**src/rtl/friet_lwc_stream_arbiter.sv**
```systemverilog
// Round-robin merge of the LWC PDI and SDI streams into one registered output word
// stream. A grant is held per segment and released on the word carrying last=1.
module friet_lwc_stream_arbiter #(
  parameter int G_WIDTH = 32
) (
  input  logic               clk,
  input  logic               rst,
  input  logic [G_WIDTH-1:0] i_pdi_data,
  input  logic               i_pdi_last,
  input  logic               i_pdi_valid,
  output logic               o_pdi_ready,
  input  logic [G_WIDTH-1:0] i_sdi_data,
  input  logic               i_sdi_last,
  input  logic               i_sdi_valid,
  output logic               o_sdi_ready,
  output logic [G_WIDTH-1:0] o_dout,
  output logic               o_dout_last,
  output logic               o_dout_src,
  output logic               o_dout_valid,
  input  logic               i_dout_ready,
  output logic               o_busy
);

  typedef enum logic [1:0] {
    S_IDLE    = 2'd0,
    S_GNT_PDI = 2'd1,
    S_GNT_SDI = 2'd2
  } state_t;

  state_t               r_state;
  logic                 r_last_src;
  logic                 r_full;
  logic [G_WIDTH-1:0]   r_dout;
  logic                 r_dout_last;
  logic                 r_dout_src;

  logic                 w_can_accept;
  logic                 w_pdi_ready;
  logic                 w_sdi_ready;
  logic                 w_pdi_xfer;
  logic                 w_sdi_xfer;
  logic                 w_load;
  logic                 w_drain;
  logic [G_WIDTH-1:0]   w_load_data;
  logic                 w_load_last;

  // The buffer can take a word when empty or when its current word leaves this cycle.
  assign w_can_accept = ~r_full | i_dout_ready;
  assign w_pdi_ready  = (r_state == S_GNT_PDI) & w_can_accept;
  assign w_sdi_ready  = (r_state == S_GNT_SDI) & w_can_accept;
  assign w_pdi_xfer   = i_pdi_valid & w_pdi_ready;
  assign w_sdi_xfer   = i_sdi_valid & w_sdi_ready;
  assign w_load       = w_pdi_xfer | w_sdi_xfer;
  assign w_drain      = r_full & i_dout_ready;
  assign w_load_data  = w_sdi_xfer ? i_sdi_data : i_pdi_data;
  assign w_load_last  = w_sdi_xfer ? i_sdi_last : i_pdi_last;

  always_ff @(posedge clk or posedge rst) begin
    if (rst) begin
      r_state     <= S_IDLE;
      r_last_src  <= 1'b0;
      r_full      <= 1'b0;
      r_dout      <= '0;
      r_dout_last <= 1'b0;
      r_dout_src  <= 1'b0;
    end else begin
      unique case (r_state)
        S_IDLE: begin
          // On a tie the source that did not own the previous segment wins.
          if (i_pdi_valid && i_sdi_valid) begin
            r_state <= r_last_src ? S_GNT_PDI : S_GNT_SDI;
          end else if (i_pdi_valid) begin
            r_state <= S_GNT_PDI;
          end else if (i_sdi_valid) begin
            r_state <= S_GNT_SDI;
          end
        end
        S_GNT_PDI: begin
          if (w_pdi_xfer && i_pdi_last) begin
            r_state    <= S_IDLE;
            r_last_src <= 1'b0;
          end
        end
        S_GNT_SDI: begin
          if (w_sdi_xfer && i_sdi_last) begin
            r_state    <= S_IDLE;
            r_last_src <= 1'b1;
          end
        end
        default: r_state <= S_IDLE;
      endcase

      if (w_load) begin
        r_full      <= 1'b1;
        r_dout      <= w_load_data;
        r_dout_last <= w_load_last;
        r_dout_src  <= w_sdi_xfer;
      end else if (w_drain) begin
        r_full <= 1'b0;
      end
    end
  end

  assign o_pdi_ready  = w_pdi_ready;
  assign o_sdi_ready  = w_sdi_ready;
  assign o_dout       = r_dout;
  assign o_dout_last  = r_dout_last;
  assign o_dout_src   = r_dout_src;
  assign o_dout_valid = r_full;
  assign o_busy       = (r_state != S_IDLE);

endmodule

```
**config.mk**
```make
export PLATFORM = sky130hd
export DESIGN_NAME = friet_lwc_stream_arbiter
export DESIGN_NICKNAME = d
export VERILOG_FILES = /design/src/rtl/friet_lwc_stream_arbiter.sv
export SDC_FILE = /design/constraint.sdc
export NUM_CORES = 1
export LEC_CHECK = 0
export CORE_ASPECT_RATIO = 0.8
export CORE_UTILIZATION = 44
export CTS_BUF_LIST = sky130_fd_sc_hd__clkbuf_16
export DETAILED_ROUTE_END_ITERATION = 6
export MAX_ROUTING_LAYER = met4
export PLACE_DENSITY = 0.95
export SETUP_SLACK_MARGIN = 0.15
export SKIP_LAST_GASP = 1
export SLEW_MARGIN = 10
export SYNTH_ARGS = -nofsm -noshare
export SYNTH_HDL_FRONTEND = slang
export SYNTH_SLANG_ARGS = --single-unit
```
**constraint.sdc**
```tcl
create_clock -name clk -period 5.2 [get_ports clk]
set_input_delay 1.04 -clock clk [delete_from_list [all_inputs] [get_ports clk]]
set_output_delay 1.04 -clock clk [all_outputs]
set_load 0.05 [all_outputs]
```
==> results_dict.tcl <==
set metrics [dict create \
    synth_most_common_cell "mux2_4" \
    wl_per_cell_um 15.4 \
    multi_input_area_sq_mm 0.00111 \
    synth-seq-area-share_pct 43.4 \
    clk_path_buf_depth 2 \
    layout-drive-gt1-share_pct 30.8 \
    n_fill_cell 335 \
    yosysTopAreaCellShare_pct 43.4 \
    cts.repair.resized 0 \
    die_h_um 65.2 \
    antenna_found_initial 0 \
    htree_levels 2 \
    ys_types 27 \
    ys_top_cells_by_count "mux2_4 (56), dfrtp_1 (38), mux2_2 (8)" \
    crit_type "in -> out" \
    syn2layout_area_growth_pct 55.5 \
    cts.sinks 38 \
    synth-edff-count 0 \
    final_hold_viol_count 0 \
    rows 22 \
    cts_root_buf "clkbuf_16" \
    synth_top_cell_by_area "dfrtp_1" \
    outcome "complete, no violations" \
    drt_iter0_drc 29 \
    period_share_pct 74.6 \
    fin_crit_ps 3880 \
    syn_area_sq_mm 0.00219 \
    postCtsHoldBufs 0 \
    nets 320 \
    first_pass_iters 4 \
    synth_top_cells_by_area "dfrtp_1 (43%), mux2_4 (38%), mux2_2 (4.1%), buf_12 (2.7%), buf_6 (2.6%)" \
    hold_class "reg -> reg" \
    max_freq_mhz 258 \
    overflow 0 \
    worst_pin_slew_ps 1040 \
    p_leak_nw 1.48 \
    ys_warn_count 0 \
    seq_area_sq_um 951 \
    core_sq_mm 0.00468 \
    grt_pass1_wl_um 7290 \
    insertedDiodeCount 0 \
    port_buffers 108 \
    crit_slowest_cell "clkdlybuf4s50_1" \
    numCtsBuffers 5 \
    relSlewSlack_pct 30.4 \
    crit_start "i_dout_ready" \
    grt_max_degree 39 \
    ant_nets 0 \
    grt_util_all_layers_pct 18.9 \
    power_per_cell_area_mw_per_mm2 682 \
    gp_congestion 0.838 \
    ys_ff_latch 38 \
    tns_ps 0 \
    wl_met3_um 423 \
    worst_slack_ps 1320 \
    grt_pass1_vias 1569 \
    worstReg2RegStart "r_state[0]$_DFFE_PP0P_" \
    post-place-ws_ps 1310 \
    synthArstFlopShare_pct 100 \
    cp-start-kind "primary input" \
    die_area_sq_mm 0.00527 \
    post-dp-hpwl_um 3590 \
    clk_pin_slew_ps 60 \
    drt-total-wl_um 4770 \
    viasPerCell 5.03 \
    postCtsSetupBuffers 0 \
    slew_violations 0 \
    met1_length_um 2110 \
    rsz0062_at_grt "no" \
    cts_tree "built" \
    clock_skew_ps 4.92 \
    synth-main-ff-cell "dfrtp_1" \
    start_util_pct 46.9 \
    hold_path.startpoint "o_dout_src$_DFFE_PP0P_" \
    syn_area_per_cell_sq_um 15.4 \
    syn_inst 142 \
    drc_errors 0 \
    vias 1558 \
    cp_max_fo 8 \
    worstPathRequired_ps 4160 \
    crit_path_frequent_cell "clkdlybuf4s50_1" \
    ioPinCount 109 \
    die_w_um 80.9 \
    syn-num-nets 213 \
    setup_violations 0 \
    arrival_ps 2840 \
    maxCapViolCount 0 \
    worstSetupEndpointType "output port" \
    critPathMaxStageDelay_ps 730 \
    cp_cell_sequence "clkdlybuf4s50_1 > nor2b_1 > nor3b_1 > clkdlybuf4s50_1" \
    routed.top_layer "met4" \
    clk_latency_ps 270 \
    ir_drop_uv 462 \
    met2_wirelength_um 2220 \
]
placed cells by master (no fill, tap or decap), types with 2 or more instances in the layout:
master / count
buf_4: 2
clkbuf_16: 5
inv_1: 3
clkinv_2: 2
o31ai_1: 3
mux2_4: 56
nor3_1: 2
clkdlybuf4s50_1: 108
dfrtp_1: 38
nand2_1: 4
nand3b_1: 2
mux2_2: 8
a21oi_1: 2
state kept, by name, indices dropped and copies added (netlist names):
register and flops:
o_dout_valid 1, o_dout_last 1, o_dout_src 1, o_dout 32, r_state 2, r_last_src 1
power by group:
part,switching (mW),internal (mW)
clock network,0.107,0.224
logic,0.805,0.645
registers,0.0946,0.450
total,1.01,1.32
stage by stage:
stage	util (%)	instance area (sq um)	std cells	power [mW]	hold slack (ps)
after detailed placement	69.4	3250	302	2.00	487
after global placement	69.4	3250	302	1.97	488
final	72.9	3410	310	2.33	497
after global routing	72.9	3410	310	2.43	525
after CTS	72.9	3410	310	2.34	498
after floorplan	-	2190	142	1.61	487
metal layers:
metal / vias up / track usage [%]
met4: 0 / 3.35
met5: - / -
met3: 2 / 3.89
met2: 82 / 31.6
met1: 754 / 23.9
li1: 720 / -
worst paths after layout:
kind	to	slack, ps	cells past startpoint
setup / recovery	o_sdi_ready	1320	4
hold / removal	o_dout_src$_DFFE_PP0P_	500	2
setup reg to reg	o_dout[21]$_DFFE_PP0P_	2960	4
hold reg to reg	o_dout_src$_DFFE_PP0P_	500	2
max in group asynchronous	o_dout[3]$_DFFE_PP0P_	3670	3
min in group asynchronous	o_dout[2]$_DFFE_PP0P_	1190	3
cell type report:
type	instances	share of cell area, %
Clock inverter	3	1.17
Inverter	3	0.330
Multi-Input combinational cell	91	32.6
Clock buffer	5	3.67
Sequential cell	38	27.9
Timing Repair Buffer	110	32.1
Tap cell	60	2.20
logic make-up (layout without fill, tap and decap cells):
kind of cell | after synthesis | in the layout | synth area share (%)
buffers and inverters | 13 | 121 | 6.33
flip-flops | 38 | 38 | 43.4
AO/OA/AOI/OAI | 9 | 9 | 3.02
AND/OR/NAND/NOR | 18 | 18 | 4.85
multiplexers | 64 | 64 | 42.4
critical path, delay by kind of cell:
kind          cells  cell delay (ps)
buf+inv           2             1150
simple gates      2              640
Note: power is estimated with default switching activity, not from simulation.
==> edit 1: new RTL, same flow settings <==
The 3 states of `state_t` get a one-hot encoding in 3 bits.
--- a/src/rtl/friet_lwc_stream_arbiter.sv
+++ b/src/rtl/friet_lwc_stream_arbiter.sv
@@ -21,10 +21,10 @@
   output logic               o_busy
 );
 
-  typedef enum logic [1:0] {
-    S_IDLE    = 2'd0,
-    S_GNT_PDI = 2'd1,
-    S_GNT_SDI = 2'd2
+  typedef enum logic [2:0] {
+    S_IDLE    = 3'b001,
+    S_GNT_PDI = 3'b010,
+    S_GNT_SDI = 3'b100
   } state_t;
 
   state_t               r_state;
Check against the original RTL: same outputs for any inputs over 10 cycles, from zero or initial values and one cycle with rst high; not proved beyond that.
==> edit 1 against the unedited design <==
Final cell count rose by 20%. Design area fell by 11%. Sequential power rose by 2%. Critical path depth did not move. Core utilization rose by 5.0 points. Area after synthesis fell by 16%. Sequential cell count rose by 1. Highest routed layer unchanged. Worst setup slack improved by 0.0025 ns. Combinational power fell by 18%. Power fell by 13%. Die area fell by 16%. Wire length rose by 9.6%. Count of clock-buffer cells in the layout did not move. Clock skew fell by 0.0015 ns.
==> edit 1: results (changes against the unedited design) <==
- Violation count after the first detailed-route iteration: 104 (+260%)
- FF-to-FF Start: r_state[2]
- Worst hold slack across all endpoints: 0.474 ns (-0.0228 ns)
- Share of the yosys chip area belonging to registers: 53.1% (+9.7 points)
- Vias per inst: 5.17 (+2.9%)
- GRT Util Overall: 25.5% (+6.6 points)
- Avg WL per Cell: 14.0 um (-8.7%)
- Warning count from the yosys run: 0 (unchanged)
- Post-detail-place hpwl: 3750 um (+4.5%)
- GPL Wtd Cong: 0.814 (-2.9%)
- Hold/Removal Path Class: reg -> reg
- End of the worst register-to-register path: r_last_src
- Leakage power: 1.32 nW (-11%)
- Power drawn by the combinational cells: 1.19 mW (-18%)
- Post-Syn Nets: 285 (+34%)
- Commonest cells in the synthesized netlist: sky130_fd_sc_hd__nand2_1 (68), sky130_fd_sc_hd__dfrtp_1 (38), sky130_fd_sc_hd__a31oi_1 (34), sky130_fd_sc_hd__nor2_1 (34), sky130_fd_sc_hd__buf_2 (5)
- Worst max-slew margin expressed relative to the limit: 23.8% (-6.6 points)
- Layout overhead on the synthesized area: 65.1%
- Number of unique standard cell types used by synthesis: 24 (-11%)
- Root buffer cell: sky130_fd_sc_hd__clkbuf_16
- Global-route wire length before repair: 8150 um (+12%)
- Setup WS pre-CTS: 1.35 ns (+0.0372 ns)
- Worst Clk Skew: 0.00342 ns (-0.00150 ns)
- Count of placed standard cells including taps: 364 (+21%)
- Slowest stage delay, CP: 0.80 ns (+0.07 ns)
- Ranking of synthesized cells by area: sky130_fd_sc_hd__dfrtp_1 (52%), sky130_fd_sc_hd__nand2_1 (14%), sky130_fd_sc_hd__a31oi_1 (12%)
- Synth Area per Inst: 8.60 um2 (-44%)
- Compound-cell area share of the yosys netlist: 14.5% (+12 points)
- Instance area after placement: 0.00290 mm2 (-11%)
- Mux share of post-synthesis cell area: 0% (-42 points)
- Outcome: finished clean
- Pin count of the biggest net entering global routing: 43 (+10%)
- Power attributed to sequential cells: 0.553 mW (+2%)
- Max Root-Sink Buffers: 2 (unchanged)
- PnR Total Power: 2.02 mW (-13%)
- Fraction of final layout cells with drive strength greater than 1: 3.79% (-27 points)
- Register-to-register setup slack: 2.99 ns (+0.03 ns)
- Fill cell count: 290 (-13%)
- Number of global-route vias before repair: 1851 (+18%)
- Non-Filler Instances: 372 (+20%)
- Worst vdd rail ir drop: 397 uV (-14%)
- Design internal power: 1.05 mW (-21%)
- Net count of the finished layout: 387 (+21%)
[edit 1: layout make-up]
type,count,share of cell area [%]
clock buffer,5,4.12
clock inverter,3,0.412
inverter,3,0.371
multi-input combinational,157,24.6
sequential,39,32.2
tap,55,2.26
timing repair buffer,110,36.1
[edit 1: worst max path at each step]
stage	startpoint	endpoint	slack (ns)	depth (start not counted)
2_1_floorplan	i_dout_ready	o_sdi_ready	2.39	3
3_3_place_gp	i_dout_ready	o_sdi_ready	1.41	4
3_5_place_dp	i_dout_ready	o_sdi_ready	1.35	4
4_1_cts	i_dout_ready	o_sdi_ready	1.33	4
5_1_grt	i_dout_ready	o_sdi_ready	1.26	4
6_report	i_dout_ready	o_sdi_ready	1.32	4
[edit 1: routing by layer]
| metal | global-route usage (%) | part of all wire [%] | vias up |
|---|---|---|---|
| li1 | - | - | 925 |
| met1 | 29.9 | 41 | 903 |
| met4 | 9.97 | 1.4 | 0 |
| met3 | 7.93 | 8.7 | 10 |
| met2 | 41.2 | 49 | 86 |
| met5 | - | 0 | - |
==> edit 2: new RTL, config.mk and constraints unchanged <==
Without the edit above. `G_WIDTH`: 32 -> 24.
--- a/src/rtl/friet_lwc_stream_arbiter.sv
+++ b/src/rtl/friet_lwc_stream_arbiter.sv
@@ -1,7 +1,7 @@
 // Round-robin merge of the LWC PDI and SDI streams into one registered output word
 // stream. A grant is held per segment and released on the word carrying last=1.
 module friet_lwc_stream_arbiter #(
-  parameter int G_WIDTH = 32
+  parameter int G_WIDTH = 24
 ) (
   input  logic               clk,
   input  logic               rst,
Ports: changed (resized i_pdi_data, i_sdi_data and o_dout); port bits go from 109 to 85. No check against the original RTL was run, so the function may have changed too.
==> edit 2 against the unedited design <==
Sequential cell count fell by 8. Global-route usage rose by 7.2 points. Worst hold slack improved by 0.0097 ns. Critical path depth did not move. Power fell by 27%. Worst setup slack improved by 0.23 ns. Wire length fell by 14%. Count of clock-buffer cells in the layout did not move. Synthesized cell count fell by 18%. Fmax rose by 6.4%. Design area fell by 30%. Sequential power fell by 19%. Area after synthesis fell by 35%. Highest routed layer unchanged.
==> edit 2: results (changes against the unedited design) <==
- Worst vdd rail ir drop: 428 uV (-7.3%)
- Leakage power: 0.938 nW (-36%)
- Max Root-Sink Buffers: 2 (unchanged)
- Power attributed to sequential cells: 0.438 mW (-19%)
- Pin count of the biggest net entering global routing: 32 (-18%)
- Part of the cycle the worst path needs: 70.2% (-4.5 points)
- Total number of H-tree levels: 2 (unchanged)
- Share of total power consumed by net switching: 45.7% (+2.5 points)
- Post-synthesis sequential element count: 30 (-21%)
- Worst Clk Skew: 0.00445 ns (-0.000468 ns)
- Antenna violations before repair: 0 (unchanged)
- PostCTS Resize Cnt: 0 (unchanged)
- Number of flip-flops in the largest register: 24 (-25%)
- Multi-input logic cell count: 75 (-18%)
- Worst hold slack across all endpoints: 0.506 ns (+0.00968 ns)
- Commonest cells in the synthesized netlist: sky130_fd_sc_hd__dfrtp_1 (30), sky130_fd_sc_hd__or3_1 (24), sky130_fd_sc_hd__o221a_2 (21)
- Number of global-route vias before repair: 1300 (-17%)
- Final non-clock buffer share: 35.3% (+3.2 points)
- DRT Wirelength: 4100 um (-14%)
- Share of the yosys chip area belonging to registers: 52.3% (+9.0 points)
- Clock buffer and inverter area fraction after layout: 5.73% (+0.89 points)
- Layout overhead on the synthesized area: 67.3%
- Ranking of synthesized cells by area: sky130_fd_sc_hd__dfrtp_1 (52%), sky130_fd_sc_hd__o221a_2 (16%), sky130_fd_sc_hd__or3_1 (10%)
- GPL Wtd Cong: 0.690 (-18%)
- Global-route wire length before repair: 6420 um (-12%)
- FF-to-FF Start: r_state[1]
- GRT Util Overall: 26.0% (+7.2 points)
- Sequential cell area: 751 um2 (-21%)
- Arrival time of the worst setup path: 2.61 ns (-0.23 ns)
- Net count of the finished layout: 253 (-21%)
- Count of placed standard cells including taps: 231 (-24%)
- End of the worst register-to-register path: o_dout[2]
- Register-to-register setup slack: 2.97 ns (about the same)
- Destination of the critical timing path: o_sdi_ready
- R2R cell count: 3 (-1)
- Clock network power: 0.267 mW (-19%)
- Post-Syn Nets: 172 (-19%)
- Routed vias: 1350 (-13%)
- Slew at the pin closest to its max-slew limit: 1.15 ns (+0.103 ns)
- Cell count after synthesis: 117 (-18%)
- Number of diodes: 0 (unchanged)
- Setup WS pre-CTS: 1.55 ns (+0.237 ns)
- Port Buf Inserts: 84 (-22%)
- Violation count after the first detailed-route iteration: 78 (+170%)
- Power drawn by the combinational cells: 0.994 mW (-31%)
- Hold/Removal Path Class: reg -> reg
- Post-detail-place hpwl: 2710 um (-25%)
- Nonclk buf count: 85 (-23%)
- Slowest stage delay, CP: 0.84 ns (+0.11 ns)
- Fill cell count: 177 (-47%)
- Share of cell area taken by multi-input logic gates: 25.4% (-7.2 points)
- Vias per inst: 5.65 (+12%)
- Outcome: finished clean
- Instance area after placement: 0.00226 mm2 (-30%)
- Fraction of final layout cells with drive strength greater than 1: 17.1% (-14 points)
- Non-clock inverters: 1 (-2)
- Number of unique standard cell types used by synthesis: 27 (unchanged)
- Maximum net fanout on the critical path: 3 (-5)
## edit 2: cell types whose count changed in the layout (fill, tap and decap cells not counted), sizes merged, moves of 2 or more
cell,before,now
clkdlybuf4s50,108,84
dfrtp,38,30
mux2,64,0
nand2,4,2
nand2b,1,3
o21ai,0,2
o221a,0,24
o31ai,3,0
or3,1,24
## edit 2: worst reg2reg max path, delay by kind of cell, from the launching register on
kind	cells	cell delay (ns)
AOI/OAI and AO/OA	2	1.33
DFF	1	0.48
and+or+nand+nor	1	0.36
## edit 2: layer usage
layer / wire length (um) / up-vias / GRT usage [%]
li1: - / 623 / -
met1: 1700 / 647 / 33.0
met2: 2070 / 76 / 42.2
met3: 294 / 4 / 5.39
met4: 38 / 0 / 7.97
met5: 0 / - / -
## edit 2: logic make-up (layout without fill, tap and decap cells)
group	after synthesis	after routing	share of synthesized area (%)
AO/OA/AOI/OAI	32	32	22.4
buffers and inverters	12	94	5.32
flip-flops	30	30	52.3
AND/OR/NAND/NOR	43	43	20.0
